[src/rtl/spi_fpga_master_arbiter.sv]
// Round-robin arbiter sharing one SPI_FPGA_MASTER core between NUM_REQ requesters.
// Define SPI_ARB_WATCHDOG_EN to add a transaction watchdog that aborts after TIMEOUT_CYCLES.
module spi_fpga_master_arbiter #(
  parameter int NUM_REQ        = 4,
  parameter int PACK_LENGTH    = 8,
  parameter int NUM_REQ_LOG_2  = $clog2(NUM_REQ),
  parameter int TIMEOUT_CYCLES = 4096
) (
  input  logic                           IN_CLOCK,
  input  logic                           IN_RESET,
  input  logic [NUM_REQ-1:0]             IN_REQ,
  input  logic [NUM_REQ*PACK_LENGTH-1:0] IN_REQ_DATA,
  output logic [NUM_REQ-1:0]             OUT_GRANT,
  output logic [NUM_REQ-1:0]             OUT_DONE,
  output logic [PACK_LENGTH-1:0]         OUT_RX_DATA,
  output logic                           OUT_ERROR,
  output logic                           OUT_MASTER_LAUNCH,
  output logic [PACK_LENGTH-1:0]         OUT_MASTER_DATA,
  input  logic                           IN_MASTER_CS,
  input  logic [PACK_LENGTH-1:0]         IN_MASTER_RX_DATA,
  input  logic                           IN_MASTER_DONE,
  output logic [NUM_REQ-1:0]             OUT_SLAVE_CS
);

  typedef enum logic [1:0] {IDLE, LAUNCH, BUSY, FINISH} state_t;

  state_t                   state;
  logic [NUM_REQ_LOG_2-1:0] ptr;
  logic [NUM_REQ_LOG_2-1:0] owner;
  logic [NUM_REQ_LOG_2-1:0] pick;
  logic                     pick_valid;
  logic [NUM_REQ_LOG_2-1:0] scan_idx;
  int                       scan_sum;
  logic [PACK_LENGTH-1:0]   pick_word;

  // Only the granted slave follows the master CS; all others stay deselected.
  assign OUT_SLAVE_CS = ~OUT_GRANT | {NUM_REQ{IN_MASTER_CS}};

  // NOTE: every signal driven here gets a default first, so no latch is inferred.
  always_comb begin
    pick       = ptr;
    pick_valid = 1'b0;
    scan_sum   = 0;
    scan_idx   = '0;
    // Scan from the farthest slot down so the slot nearest the pointer wins.
    for (int k = NUM_REQ - 1; k >= 0; k--) begin
      scan_sum = int'(ptr) + k;
      if (scan_sum >= NUM_REQ) scan_sum = scan_sum - NUM_REQ;
      scan_idx = NUM_REQ_LOG_2'(scan_sum);
      if (IN_REQ[scan_idx]) begin
        pick       = scan_idx;
        pick_valid = 1'b1;
      end
    end
  end

  always_comb begin
    pick_word = '0;
    for (int i = 0; i < NUM_REQ; i++) begin
      if (pick == NUM_REQ_LOG_2'(i)) pick_word = IN_REQ_DATA[i*PACK_LENGTH +: PACK_LENGTH];
    end
  end

`ifdef SPI_ARB_WATCHDOG_EN
  localparam int WD_W = $clog2(TIMEOUT_CYCLES + 1);
  logic [WD_W-1:0] wd_cnt;
  logic            wd_expire;

  // Expires on the edge where the counter would reach TIMEOUT_CYCLES; a real completion wins.
  assign wd_expire = ((state == LAUNCH) || (state == BUSY && !(IN_MASTER_DONE && IN_MASTER_CS)))
                     && (wd_cnt == WD_W'(TIMEOUT_CYCLES - 1));
`else
  assign OUT_ERROR = 1'b0;
`endif

  // NOTE: sequential state uses non-blocking assignments so every register samples pre-edge values.
  always_ff @(posedge IN_CLOCK) begin
    if (IN_RESET) begin
      state             <= IDLE;
      ptr               <= '0;
      owner             <= '0;
      OUT_GRANT         <= '0;
      OUT_DONE          <= '0;
      OUT_RX_DATA       <= '0;
      OUT_MASTER_LAUNCH <= 1'b0;
      OUT_MASTER_DATA   <= '0;
`ifdef SPI_ARB_WATCHDOG_EN
      OUT_ERROR         <= 1'b0;
      wd_cnt            <= '0;
`endif
    end else begin
      OUT_DONE <= '0;
`ifdef SPI_ARB_WATCHDOG_EN
      OUT_ERROR <= 1'b0;
      if (state == LAUNCH || state == BUSY) wd_cnt <= wd_cnt + 1'b1;
`endif
      case (state)
        IDLE: begin
          if (pick_valid) begin
            OUT_GRANT         <= NUM_REQ'(1) << pick;
            owner             <= pick;
            OUT_MASTER_DATA   <= pick_word;
            OUT_MASTER_LAUNCH <= 1'b1;
            state             <= LAUNCH;
`ifdef SPI_ARB_WATCHDOG_EN
            wd_cnt            <= '0;
`endif
          end
        end
        LAUNCH: begin
          if (!IN_MASTER_CS) begin
            OUT_MASTER_LAUNCH <= 1'b0;
            state             <= BUSY;
          end
        end
        BUSY: begin
          if (IN_MASTER_DONE && IN_MASTER_CS) begin
            OUT_RX_DATA <= IN_MASTER_RX_DATA;
            OUT_DONE    <= OUT_GRANT;
            state       <= FINISH;
          end
        end
        FINISH: begin
          OUT_GRANT <= '0;
          ptr       <= (owner == NUM_REQ_LOG_2'(NUM_REQ - 1)) ? '0 : owner + 1'b1;
          state     <= IDLE;
        end
        default: state <= IDLE;
      endcase
`ifdef SPI_ARB_WATCHDOG_EN
      if (wd_expire) begin
        OUT_ERROR         <= 1'b1;
        OUT_MASTER_LAUNCH <= 1'b0;
        state             <= FINISH;
      end
`endif
    end
  end

endmodule

[config.mk]
export PLATFORM = sky130hd
export DESIGN_NAME = spi_fpga_master_arbiter
export DESIGN_NICKNAME = d
export VERILOG_FILES = /design/src/rtl/spi_fpga_master_arbiter.sv
export SDC_FILE = /design/constraint.sdc
export NUM_CORES = 1
export LEC_CHECK = 0
export CORE_MARGIN = 2
export CORE_UTILIZATION = 40
export CTS_CLUSTER_SIZE = 12
export DETAILED_ROUTE_END_ITERATION = 16
export PLACE_DENSITY = 0.91
export RECOVER_POWER = 25
export REMOVE_ABC_BUFFERS = 1
export SETUP_SLACK_MARGIN = 0.05
export SYNTH_ARGS = -nofsm -noshare
export SYNTH_HDL_FRONTEND = slang
export SYNTH_SLANG_ARGS = --single-unit
[constraint.sdc]
create_clock -name IN_CLOCK -period 2.02 [get_ports IN_CLOCK]
set_input_delay 0.303 -clock IN_CLOCK [delete_from_list [all_inputs] [get_ports IN_CLOCK]]
set_output_delay 0.303 -clock IN_CLOCK [all_outputs]
set_load 0.05 [all_outputs]
==> results of run 1 <==
==> worst min-delay path by stage <==
stage | cells after the start | endpoint | slack (ns) | startpoint
global placement | 2 | OUT_RX_DATA[2] | 0.44 | OUT_RX_DATA[2]
CTS | 2 | OUT_RX_DATA[5] | 0.46 | OUT_RX_DATA[5]
finish | 2 | OUT_RX_DATA[1] | 0.46 | OUT_RX_DATA[1]
detailed placement | 2 | OUT_RX_DATA[5] | 0.45 | OUT_RX_DATA[5]
floorplan | 1 | OUT_GRANT[0] | 0.37 | IN_RESET
global route | 2 | OUT_RX_DATA[4] | 0.49 | OUT_RX_DATA[4]
==> layout by cell type (no fill, tap or decap), types with 2 or more instances in the layout <==
master / count
clkdlybuf4s50_1: 70
dfxtp_1: 31
nand2_1: 24
mux2i_1: 20
buf_4: 17
a21oi_1: 14
nor2_1: 14
nand3b_1: 9
o221ai_1: 7
ha_1: 6
clkbuf_8: 6
nand2b_1: 5
buf_12: 5
inv_1: 4
o21ai_0: 3
and2_0: 3
nor2b_1: 2
or4_1: 2
==> per-layer routing <==
metal	part of all wire [%]	up-vias
met2	54	59
met3	6.8	6
met1	38	727
met5	0	-
met4	1.2	0
li1	-	795
==> cells by family (layout without fill, tap and decap cells) <==
group,after synthesis,in the layout,share of synthesized area [%]
buffers and inverters,14,107,5.00
DFF,31,31,40.0
muxes,20,20,12.9
AOI/OAI and AO/OA,32,32,14.1
adders and majority gates,6,6,4.83
other,1,1,0.242
and+or+nand+nor,69,69,23.0
==> power by group <==
part / switching, mW / internal, mW
Sequential: 0.0871 / 0.733
Combinational: 0.727 / 0.515
Clock: 0.236 / 0.399
Total: 1.05 / 1.65
==> flip-flops by register name, summed over array words and instances, names as in the netlist <==
register,flops
state,2
OUT_DONE,4
OUT_MASTER_DATA,8
owner,2
OUT_RX_DATA,8
ptr,2
OUT_MASTER_LAUNCH,1
OUT_GRANT,4
==> what timing repair did <==
item,CTS,global route
resized for setup,0,2
setup endpoints to repair,0,7
hold buffers,0,0
==> through the flow <==
stage | setup WS, ns | hold slack (ns) | instances
after floorplan | 0.222 | 0.372 | 163
after global placement | -0.164 | 0.442 | 306
after detailed placement | -0.217 | 0.449 | 306
after CTS | 0.0966 | 0.458 | 314
after global routing | 0.0552 | 0.494 | 314
final | 0.134 | 0.458 | 314
==> worst min-delay path, stage by stage (launching register included) <==
cell	delay [ns]
dfxtp_1	0.31
nand2_1	0.05
a21oi_1	0.05
==> cell type report <==
cell class              instances  area [µm²]
clock buffers                   6        82.6
clock inverters                 2        35.0
fillers                       305        1070
inverters                       4        15.0
multi-input cells             128         855
flip-flops and latches         31         621
well taps                      48        60.1
repair buffers                 95         955
==> impl_metrics.py, run 1 <==
metrics = {
    "synth": {
        "yosysTopAreaCell": "dfxtp_1",
        "ys_seq_area_share_pct": 40.0,
        "yosysUniqueCellTypes": 36,
        "synth_top_area_share_pct": 40.0,
        "async_flop_share_pct": 0,
        "syn_area_mm2": 0.00155,
        "synth_warnings": 0,
        "synth_seq_cells": 31,
        "avgSynthCellArea_um2": 8.98,
        "synthFlopType": "dfxtp_1",
        "syn_inst": 173,
        "synth_area_leaders": "dfxtp_1, mux2i_1, nand2_1",
        "yosysMostFrequentCell": "dfxtp_1",
        "synth-edff-count": 0,
        "yosys-top-cells-count": "dfxtp_1, nand2_1, mux2i_1, a21oi_1, nor2_1",
    },
    "detailed_routing": {
        "postRouteAntennaNets": 0,
        "drt-pass1-iter-count": 4,
        "vias": 1587,
        "drt_iter0_markers": 44,
        "vias_per_cell": 5.05,
        "drc": 0,
        "wl_per_cell_um": 13.5,
        "totalWireLength_um": 4240,
    },
    "placed_design": {
        "port_buffers": 76,
        "postPlaceCellArea_mm2": 0.00251,
        "gp_congestion": 0.776,
        "place_hpwl_um": 3260,
    },
    "clock_tree": {
        "cts.sinks": 31,
        "htree_levels": 2,
        "clk_pin_slew_ns": 0.07,
        "numCtsBuffers": 5,
        "ctsLongestPathBuffers": 2,
        "root_buffer": "clkbuf_8",
        "postCtsSetupRepairBufs": 0,
        "clk_latency_ns": 0.29,
        "tritoncts": "yes",
    },
    "power": {
        "powerDensity_mw_per_mm2": 1030,
        "leakage_nw": 1.03,
        "finalPower_mw": 2.70,
        "vdd_drop_max_v": 0.000677,
    },
    "timing": {
        "period_minus_slack_ns": 1.89,
        "skew_ns": 0.00596,
        "min_period_over_period_pct": 93.4,
        "timing.fmax_mhz": 530,
        "hold_violations": 0,
        "slew_headroom_pct": 59.0,
        "fin_setup_tns_ns": 0,
        "setup_violations": 0,
        "drv_slew": 0,
        "rsz0062_at_grt": "no",
        "tightest_slew_ns": 0.615,
    },
    "global_route": {
        "grtUsageTotal_pct": 20.1,
        "gr-usage-met2_pct": 39.1,
        "grt-ovfl-total": 0,
        "grt_pass1_wl_um": 6750,
        "gr-usage-met1_pct": 20.3,
        "antenna_found_initial": 0,
        "top_usage_layer": "met2",
        "first_global_vias": 1545,
        "grt_max_degree": 19,
        "grt_use_met3_pct": 4.94,
    },
    "run_status": {
        "outcome": "completed",
    },
    "die": {
        "io_pins": 78,
        "die_y_um": 66.3,
        "row_count": 22,
        "dieArea_mm2": 0.00440,
        "core_area_mm2": 0.00369,
        "start_util_pct": 42.1,
        "die_w_um": 66.3,
    },
    "cells_and_area": {
        "area_growth_pct": 68.9,
        "fin_area_mm2": 0.00262,
        "drive_gt1_share_pct": 12.4,
        "post-route-util_pct": 71.1,
        "nets": 319,
        "diodes": 0,
    },
    "min_path": {
        "holdCritPathClass": "reg -> reg",
    },
    "critical_path": {
        "timing.rr.start": "state[0]",
        "crit_buf_inv": 2,
        "critical_path_arrival_ns": 2.05,
        "crit_required_ns": 2.18,
        "cp_max_fo": 18,
        "rr_worst_depth": 6,
        "critical_path_class": "in -> reg",
        "critical_path.top_delay_family": "simple AND/OR/NAND/NOR gates",
        "cp_slowest_cell": "or4_4",
        "cp-end-kind": "flop",
        "r2r_end": "OUT_GRANT[0]",
        "critPathLaunchType": "input pin",
        "cp_cell_sequence": "clkdlybuf4s50_1 > nor2b_1 > or4_4 > nand2_2 > buf_12 > mux2i_1 > o221ai_1",
        "reg2reg_slack_ns": 0.27,
        "crit_start": "IN_REQ[0]",
        "crit_path_max_incr_delay_ns": 0.52,
        "endpoint": "OUT_MASTER_DATA[0]",
        "cp.depth": 7,
    },
    "job": {
        "maxCapViolCount": 0,
    },
}
(Power assumes the default switching activity.)
==> run 2, diff against run 1 <==
--- a/config.mk
+++ b/config.mk
@@ -9,6 +9,7 @@
 export CORE_UTILIZATION = 40
 export CTS_CLUSTER_SIZE = 12
 export DETAILED_ROUTE_END_ITERATION = 16
+export GPL_ROUTABILITY_DRIVEN = 0
 export PLACE_DENSITY = 0.91
 export RECOVER_POWER = 25
 export REMOVE_ABC_BUFFERS = 1
==> results of run 2 <==
The final DEF is identical to that of run 1; final timing and power are the same.
